`config.mk`:
```
export PLATFORM = sky130hd
export DESIGN_NAME = microprogram_sequencer
export DESIGN_NICKNAME = d
export VERILOG_FILES = /design/src/rtl/microprogram_sequencer.sv
export SDC_FILE = /design/constraint.sdc
export NUM_CORES = 1
export LEC_CHECK = 0
export BUFFER_PORTS_ARGS = -buffer_cell sky130_fd_sc_hd__buf_2
export CAP_MARGIN = 25
export CORE_ASPECT_RATIO = 0.8
export CORE_UTILIZATION = 33
export CTS_CLUSTER_SIZE = 25
export DETAILED_ROUTE_END_ITERATION = 8
export PLACE_DENSITY_LB_ADDON = 0.12
export SYNTH_ARGS = -nofsm -noshare
export SYNTH_HDL_FRONTEND = slang
export SYNTH_SLANG_ARGS = --single-unit
```
`constraint.sdc`:
```
create_clock -name clk -period 10.2 [get_ports clk]
set_clock_uncertainty 0.1 [all_clocks]
set_input_delay 2.55 -clock clk [delete_from_list [all_inputs] [get_ports clk]]
set_output_delay 2.55 -clock clk [all_outputs]
set_load 0.05 [all_outputs]
```
`src/rtl/microprogram_sequencer.sv`:
```
// -----------------------------------------------------------------------------
// microprogram_sequencer
//
// Purpose:
//   Steps a microprogram counter through a small writable control store and
//   emits one control word per cycle toward the lab datapath.  The host loads
//   microinstructions through the cfg_* port while the sequencer is not
//   running, pulses start, and waits for done.  Branches can depend on the
//   condition inputs x1/x2 or on an internal loop counter (LDC / DJNZ).
//
// Microinstruction layout, MSB first:
//   ctrl[CTRL_W] | cond[3] | br[ADDR_W] | end[1]
//
// Ports:
//   clk       in   rising-edge clock
//   reset     in   synchronous active-high reset (clears store, counters, FSM)
//   start     in   run request, honoured in IDLE only
//   abort     in   terminate the current run (RUN only), no done pulse
//   x1, x2    in   branch conditions, sampled on the edge ending an instruction
//   cfg_we    in   control-store write enable
//   cfg_addr  in   control-store write address
//   cfg_data  in   control-store write data (one full microinstruction)
//   busy      out  high while a program is executing
//   done      out  one-cycle pulse after the end instruction has executed
//   cfg_err   out  one-cycle pulse following a write attempted during a run
//   upc       out  microprogram counter
//   ctrl      out  control word driven to the datapath
// -----------------------------------------------------------------------------
module microprogram_sequencer #(
  parameter  int ADDR_W = 4,
  parameter  int CTRL_W = 8,
  parameter  int LOOP_W = 8,
  localparam int W      = CTRL_W + 3 + ADDR_W + 1,
  localparam int DEPTH  = 1 << ADDR_W
) (
  input  logic              clk,
  input  logic              reset,
  input  logic              start,
  input  logic              abort,
  input  logic              x1,
  input  logic              x2,
  input  logic              cfg_we,
  input  logic [ADDR_W-1:0] cfg_addr,
  input  logic [W-1:0]      cfg_data,
  output logic              busy,
  output logic              done,
  output logic              cfg_err,
  output logic [ADDR_W-1:0] upc,
  output logic [CTRL_W-1:0] ctrl
);

  // FSM encoding
  localparam logic [1:0] ST_IDLE = 2'd0;
  localparam logic [1:0] ST_RUN  = 2'd1;
  localparam logic [1:0] ST_DONE = 2'd2;

  // Branch condition codes
  localparam logic [2:0] COND_NEXT  = 3'd0;
  localparam logic [2:0] COND_JMP   = 3'd1;
  localparam logic [2:0] COND_X1    = 3'd2;
  localparam logic [2:0] COND_NX1   = 3'd3;
  localparam logic [2:0] COND_X2    = 3'd4;
  localparam logic [2:0] COND_NX2   = 3'd5;
  localparam logic [2:0] COND_DJNZ  = 3'd6;
  localparam logic [2:0] COND_LDC   = 3'd7;

  logic [1:0]        state_q, state_d;
  logic [ADDR_W-1:0] upc_q, upc_d;
  logic [LOOP_W-1:0] cnt_q, cnt_d;
  logic              cfg_err_q, cfg_err_d;

  // Register-based store: it must clear on reset and be read combinationally
  // at upc, so it cannot map onto a registered-read block RAM.
  logic [W-1:0]      mem_q [DEPTH];

  // Fields of the instruction currently addressed by upc
  logic [W-1:0]      cur_word;
  logic [CTRL_W-1:0] cur_ctrl;
  logic [2:0]        cur_cond;
  logic [ADDR_W-1:0] cur_br;
  logic              cur_end;
  logic [ADDR_W-1:0] upc_inc;
  logic              take_br;
  logic              running;
  logic              store_wr;

  assign cur_word = mem_q[upc_q];
  assign cur_ctrl = cur_word[W-1 -: CTRL_W];
  assign cur_cond = cur_word[ADDR_W+3 -: 3];
  assign cur_br   = cur_word[ADDR_W -: ADDR_W];
  assign cur_end  = cur_word[0];

  // Natural wrap from the top address back to 0 is intended
  assign upc_inc  = upc_q + ADDR_W'(1);

  assign running  = (state_q == ST_RUN);
  // Writes are only accepted while the program is not being fetched
  assign store_wr = cfg_we && !running;

  // ---------------------------------------------------------------------------
  // Next-state / sequencing logic
  // ---------------------------------------------------------------------------
  always_comb begin
    state_d   = state_q;
    upc_d     = upc_q;
    cnt_d     = cnt_q;
    take_br   = 1'b0;
    cfg_err_d = cfg_we && running;

    case (state_q)
      ST_IDLE: begin
        if (start) begin
          upc_d   = '0;
          state_d = ST_RUN;
        end
      end

      ST_RUN: begin
        // abort outranks end; in both cases upc keeps its value
        if (abort) begin
          state_d = ST_IDLE;
        end else if (cur_end) begin
          state_d = ST_DONE;
        end else begin
          case (cur_cond)
            COND_NEXT: take_br = 1'b0;
            COND_JMP:  take_br = 1'b1;
            COND_X1:   take_br = x1;
            COND_NX1:  take_br = !x1;
            COND_X2:   take_br = x2;
            COND_NX2:  take_br = !x2;
            COND_DJNZ: begin
              if (cnt_q != '0) begin
                cnt_d   = cnt_q - LOOP_W'(1);
                take_br = 1'b1;
              end
            end
            COND_LDC: begin
              // The loop count shares the ctrl field; ctrl output is
              // masked for this instruction so the datapath never sees it.
              cnt_d = cur_ctrl[LOOP_W-1:0];
            end
            default: take_br = 1'b0;
          endcase
          upc_d = take_br ? cur_br : upc_inc;
        end
      end

      ST_DONE: begin
        state_d = ST_IDLE;
      end

      default: begin
        state_d = ST_IDLE;
      end
    endcase
  end

  // ---------------------------------------------------------------------------
  // State registers
  // ---------------------------------------------------------------------------
  always_ff @(posedge clk) begin
    if (reset) begin
      state_q   <= ST_IDLE;
      upc_q     <= '0;
      cnt_q     <= '0;
      cfg_err_q <= 1'b0;
    end else begin
      state_q   <= state_d;
      upc_q     <= upc_d;
      cnt_q     <= cnt_d;
      cfg_err_q <= cfg_err_d;
    end
  end

  // Control store.  A write coinciding with an accepted start lands on the
  // same edge, so the first fetch already sees the new word.
  always_ff @(posedge clk) begin
    if (reset) begin
      for (int i = 0; i < DEPTH; i++) begin
        mem_q[i] <= '0;
      end
    end else if (store_wr) begin
      mem_q[cfg_addr] <= cfg_data;
    end
  end

  // ---------------------------------------------------------------------------
  // Outputs
  // ---------------------------------------------------------------------------
  assign busy    = running;
  assign done    = (state_q == ST_DONE);
  assign cfg_err = cfg_err_q;
  assign upc     = upc_q;
  assign ctrl    = (running && (cur_cond != COND_LDC)) ? cur_ctrl : '0;

endmodule

```
==> metrics.txt, run 1 <==
status=finished, violations left; failing checks=design-rule violations; setup bufs post-CTS=0; hold slack=around 380 ps; Reg clk slew, reported paths=60 ps; Core Rows=63; first-pass GRT wire length=53.4 mm; Final Power=2.52 mW; Top delay family on crit path=multiplexers; via/cell ratio=approximately 5.2; crit start category=register; Die Wd=221 microns; CP Max Fanout=33; final worst path period share=0.663; Peak VDD IR=116 uV; layout cell share with drive strength beyond 1=0.234; final setup violation count=0; hold path cells=1; Pre-antenna DRT Iters=9; Syn Area/Cell=15.4 sq um; WL per Instance=approximately 27 microns; Max Cap Viol=0; hpwl dp=21.7 mm; pwr/cell area=176 mW/mm^2; min Tclk post-route=slightly below 7000 ps; cell count after placement=between 1000 and 1500; Yosys cell types=46; WP data required=7550 ps; Die Ht=~180 microns; DIE AREA=roughly 0.04 sq mm; # H-tree levels=1; Layout Nets=886; PostCTS Resize Cnt=0; setup TNS=0 ps; final WL=37.0 mm; Slew @ Worst Pin=between 700 and 800 ps; antenna violations before repair=4; critical path arrival=4120 ps; Routed Antenna Nets=0; gpl congestion=0.764; HP Class=register to register; Initial Util=0.338; num ports=42; Layout Cells excl Fill=1367; Num CTS Buffers=30; DP Area=0.0134 sq mm; critical path's largest stage delay=800 ps; DRC Markers=8; fin area=0.0143 sq mm; 1st-iter DRT viols=689; EDFF count, synth=256; most frequent cells in the layout=and2_1, edfxtp_1, mux4_2, buf_2, clkbuf_16; Worst Path Buf+Inv=2; CTS Hold Buffers Added=0; Post-synth top flop=edfxtp_1; slew margin rel.=0.472; Mapped Cells=820; synthesis-to-layout area growth=13.4%; largest net degree at the start of global routing=38; syn nets=849; LEAKAGE=just over 5 nW; Clock Latency Late Sink=560 ps; CORE AREA=roughly 0.037 sq mm; Cell Chain, Critical Path=buf_4 > mux4_2 > mux2i_1 > mux2i_2 > nand3_2 > and3_1 > buf_2; I/O Buffers=41; Yosys reg bits=275; Crit path depth=7; synth warn=0; worst setup path category=register to output port; Max Slew Vio Count=0; clk sinks=275; GRT Total Usage=0.193; Reg2Reg Depth=8; Setup crit end kind=output port; Fmax achieved=0.148 GHz; synthesized area=0.0126 sq mm; Vias=7158; Async SR Flop Fraction=0; CTS tree=done; number of global-route vias before repair=7283; register area share after synthesis=0.638; RSZ-0062 raised after global routing=no; total gr overflow=0; endpoints failing hold=0; CTS Buffer Depth=3; CP max stage cell=dfxtp_4; CTS Root Cell=clkbuf_16
[cell usage after synthesis (3+ instances only)]
library cell | number | area [sq um]
buf_6 | 3 | 33.8
edfxtp_1 | 256 | 7690
inv_1 | 8 | 30.0
and3_1 | 7 | 43.8
clkinv_1 | 3 | 11.3
a21oi_1 | 9 | 45.0
or2_2 | 16 | 100
buf_2 | 8 | 40.0
nor3b_1 | 3 | 22.5
o22ai_1 | 6 | 37.5
clkbuf_1 | 43 | 161
o21ai_1 | 3 | 15.0
nor2_1 | 27 | 101
nand2b_1 | 7 | 43.8
and2_1 | 256 | 1600
nor2b_1 | 9 | 56.3
dfxtp_1 | 19 | 380
nor3_1 | 6 | 30.0
mux2i_1 | 15 | 150
mux4_2 | 78 | 1760
nand2_1 | 8 | 30.0
[cell type report]
cell class	instances	area [sq um]
inverter	12	45.0
clock buffer	41	813
timing repair buffer	60	348
sequential	275	8080
clock inverter	13	136
multi-input combinational	478	4310
tap	487	609
fill	3453	23000
antenna	1	2.50
[sequential cells by signal (all words and copies together), names as in the netlist, named ones only]
name,cells
cfg_err,1
cnt_q,8
mem_q,256
state_q,2
upc,4
[power breakdown]
part,switching (mW),total (mW),internal [mW],leakage [nW]
logic,0.106,0.159,0.0535,1.93
registers,0.0167,1.29,1.28,2.75
clock network,0.438,1.07,0.629,0.460
[through the flow]
| stage | worst slack, ps | util |
|---|---|---|
| 2_1_floorplan | 4880 | - |
| 3_3_place_gp | 3990 | 0.358 |
| 3_5_place_dp | 3920 | 0.358 |
| 4_1_cts | 3320 | 0.384 |
| 5_1_grt | 3140 | 0.384 |
| 6_report | 3430 | 0.384 |
[per-layer routing]
layer | routed length (microns) | GRT usage | vias up
li1 | - | - | 3104
met1 | 16500 | 0.262 | 3737
met2 | 17100 | 0.313 | 264
met3 | 2710 | 0.0491 | 53
met4 | 689 | 0.0425 | 0
met5 | 0 | 0 | -
[worst paths after layout]
check             slack (ps)         end        from
setup reg to reg        5970    register    register
setup / recovery        3430     ctrl[7]    register
hold / removal           380  state_q[0]  state_q[1]
hold reg to reg          380  state_q[0]  state_q[1]
[kinds of logic (layout without fill, tap and decap cells)]
kind of cell / count (synthesis) / in the layout / share of synthesized area
mux: 95 / 95 / 0.153
buf+inv: 67 / 126 / 0.0225
flops: 275 / 275 / 0.638
other cells: 0 / 1 / 0
simple gates: 352 / 352 / 0.169
compound gates: 29 / 29 / 0.0159
fa+ha+maj: 2 / 2 / 0.00198
No activity file was read; power rests on OpenSTA's default activity.
==> inputs of run 2 (changes only) <==
- clock period: 10.2 -> 6.4 ns (I/O delays scaled with it)
==> run 2 against run 1 <==
Against the previous run: the flow still finishes with violations (design-rule violations); sequential cell count did not move; count of clock-buffer cells in the layout rose by 2; sequential power rose by 60%; global-route usage fell by 1.1 points; die area did not move; non-clock buffer count rose by 1; combinational power rose by 57%; core utilization barely moved; via count fell by 1.6%; power rose by 59%; largest power group unchanged; highest routed layer unchanged.
==> metrics.txt, run 2 (synthesis results as in run 1) <==
Fmax achieved=0.189 GHz; DP Area=0.0134 sq mm (about the same); failing checks=design-rule violations (unchanged); Post-Place Setup Slack=1720 ps (was 3920 ps); Critical path destination=ctrl[4] (was ctrl[7]); CTS Buffer Depth=3 (unchanged); Largest Register=mem_q (unchanged); final cell utilization of the core=0.384 (about the same); Setup crit end kind=output port (unchanged); Pre-antenna DRT Iters=7 (was 9); layout cell share with drive strength beyond 1=0.232 (was 0.234); status=finished, violations left (unchanged); LEAKAGE=5.15 nW (was 5.14 nW); PostCTS Resize Cnt=0 (unchanged); Slew @ Worst Pin=740 ps (was 792 ps); fin area=0.0144 sq mm (was 0.0143 sq mm); setup bufs post-CTS=0 (unchanged); Reg2Reg Depth=8 (unchanged); DRC Markers=10 (was 8); Top Metal Used=met4 (unchanged); first-pass GRT wire length=51.3 mm (was 53.4 mm); CTS tree=done (unchanged); via/cell ratio=5.13 (was 5.24); num ports=42 (unchanged); Reg clk slew, reported paths=60 ps (about the same); WL per Instance=25.3 microns (was 27.1 microns); synthesis-to-layout area growth=13.5% (was 13.4%); clk sinks=275 (unchanged); final setup violation count=0 (unchanged); slew margin rel.=0.507 (was 0.472); hpwl dp=22.0 mm (was 21.7 mm); min Tclk post-route=5300 ps; Layout Nets=888 (was 886); largest net degree at the start of global routing=39 (was 38); met1 wire length=16.2 mm (was 16.5 mm); total gr overflow=0 (unchanged); Vias=7040 (was 7158); # H-tree levels=1 (unchanged); antenna violations before repair=2 (was 4); DIE AREA=0.0391 sq mm (unchanged); Core Rows=63 (unchanged); CORE AREA=0.0374 sq mm (unchanged); CTS Root Cell=clkbuf_16 (unchanged); Die Ht=177 microns (unchanged); WL met2=15.2 mm (was 17.1 mm); Final Power=4.02 mW (was 2.52 mW); 1st-iter DRT viols=725 (was 689); Peak VDD IR=201 uV (was 116 uV); endpoints failing hold=0 (unchanged); RSZ-0062 raised after global routing=no (unchanged); HP Class=register to register (unchanged); CP Max Fanout=38 (was 33); gpl congestion=0.769 (was 0.764); Die Wd=221 microns (unchanged); metal3 WL=2.44 mm (was 2.71 mm); most frequent cells in the layout=and2_1, edfxtp_1, mux4_2, buf_2, clkbuf_16 (unchanged); critical path arrival=3600 ps (was 4120 ps); crit start category=register (unchanged); Clock Latency Late Sink=560 ps (about the same); Largest register FFs=256 (unchanged); reg2reg end=cnt_q[6]; Routed Antenna Nets=0 (unchanged); final WL=34.7 mm (was 37.0 mm); CTS Hold Buffers Added=0 (unchanged); R2R setup slack=2650 ps (was 5970 ps); Num CTS Buffers=31 (was 30); final setup margin=1100 ps (was 3430 ps); setup TNS=0 ps (unchanged); Max Slew Vio Count=0 (unchanged); WP data required=4700 ps (was 7550 ps); Initial Util=0.338 (unchanged); pwr/cell area=280 mW/mm^2 (was 176 mW/mm^2); I/O Buffers=41 (unchanged); worst setup path category=register to output port (unchanged); final worst path period share=0.828; GRT Total Usage=0.182 (was 0.193); number of global-route vias before repair=7264 (was 7283); Max Cap Viol=0 (unchanged)
run 2: cell types whose count changed in the layout (fill, tap and decap cells not counted):
cell        before  now
buf_4           19   20
clkbuf_1        10   12
clkinv_1         8   10
clkinv_2         4    3
clkinvlp_4       1    0
diode_2          1    2
run 2: area by class of cell:
type	count	area [sq um]
diodes	2	5.00
clock buffers	43	821
clock inverters	13	131
fillers	3490	23000
inverters	12	45.0
multi-input cells	478	4310
flip-flops and latches	275	8080
well taps	487	609
repair buffers	61	355
run 2: critical path, stage by stage, from the launching register on:
cell and delay, ps:
dfxtp_4 780, mux4_2 600, mux2i_1 490, mux2i_2 250, nand3_2 400, and3_1 240
buf_2 260
run 2: how the worst min path moves through the flow:
stage                           from          to  slack (ps)  depth (start not counted)
final                       cnt_q[1]    cnt_q[1]         370                          2
after detailed placement    cnt_q[1]    cnt_q[1]         360                          2
after floorplan           state_q[1]  state_q[0]         330                          1
after global placement    state_q[1]  state_q[0]         340                          1
after global routing      state_q[1]  state_q[0]         400                          1
after CTS                   cnt_q[1]    cnt_q[1]         370                          2
run 2: stage by stage:
stage	hold WS, ps	instances
finish	367	1371
global route	399	1369
CTS	367	1369
detailed placement	363	1313
global placement	344	1313
floorplan	331	820
run 2: layer usage:
| metal | vias to the layer above | GRT usage |
|---|---|---|
| met5 | - | 0 |
| met1 | 3661 | 0.263 |
| met3 | 48 | 0.0367 |
| met4 | 0 | 0.0437 |
| li1 | 3115 | - |
| met2 | 216 | 0.281 |
run 2: where the power goes:
group / total (mW) / internal (mW) / leakage (nW) / switching [mW]
sequential: 2.06 / 2.03 / 2.75 / 0.0279
clock: 1.71 / 1.00 / 0.461 / 0.700
combinational: 0.249 / 0.0858 / 1.94 / 0.163
total: 4.02 / 3.13 / 5.15 / 0.891
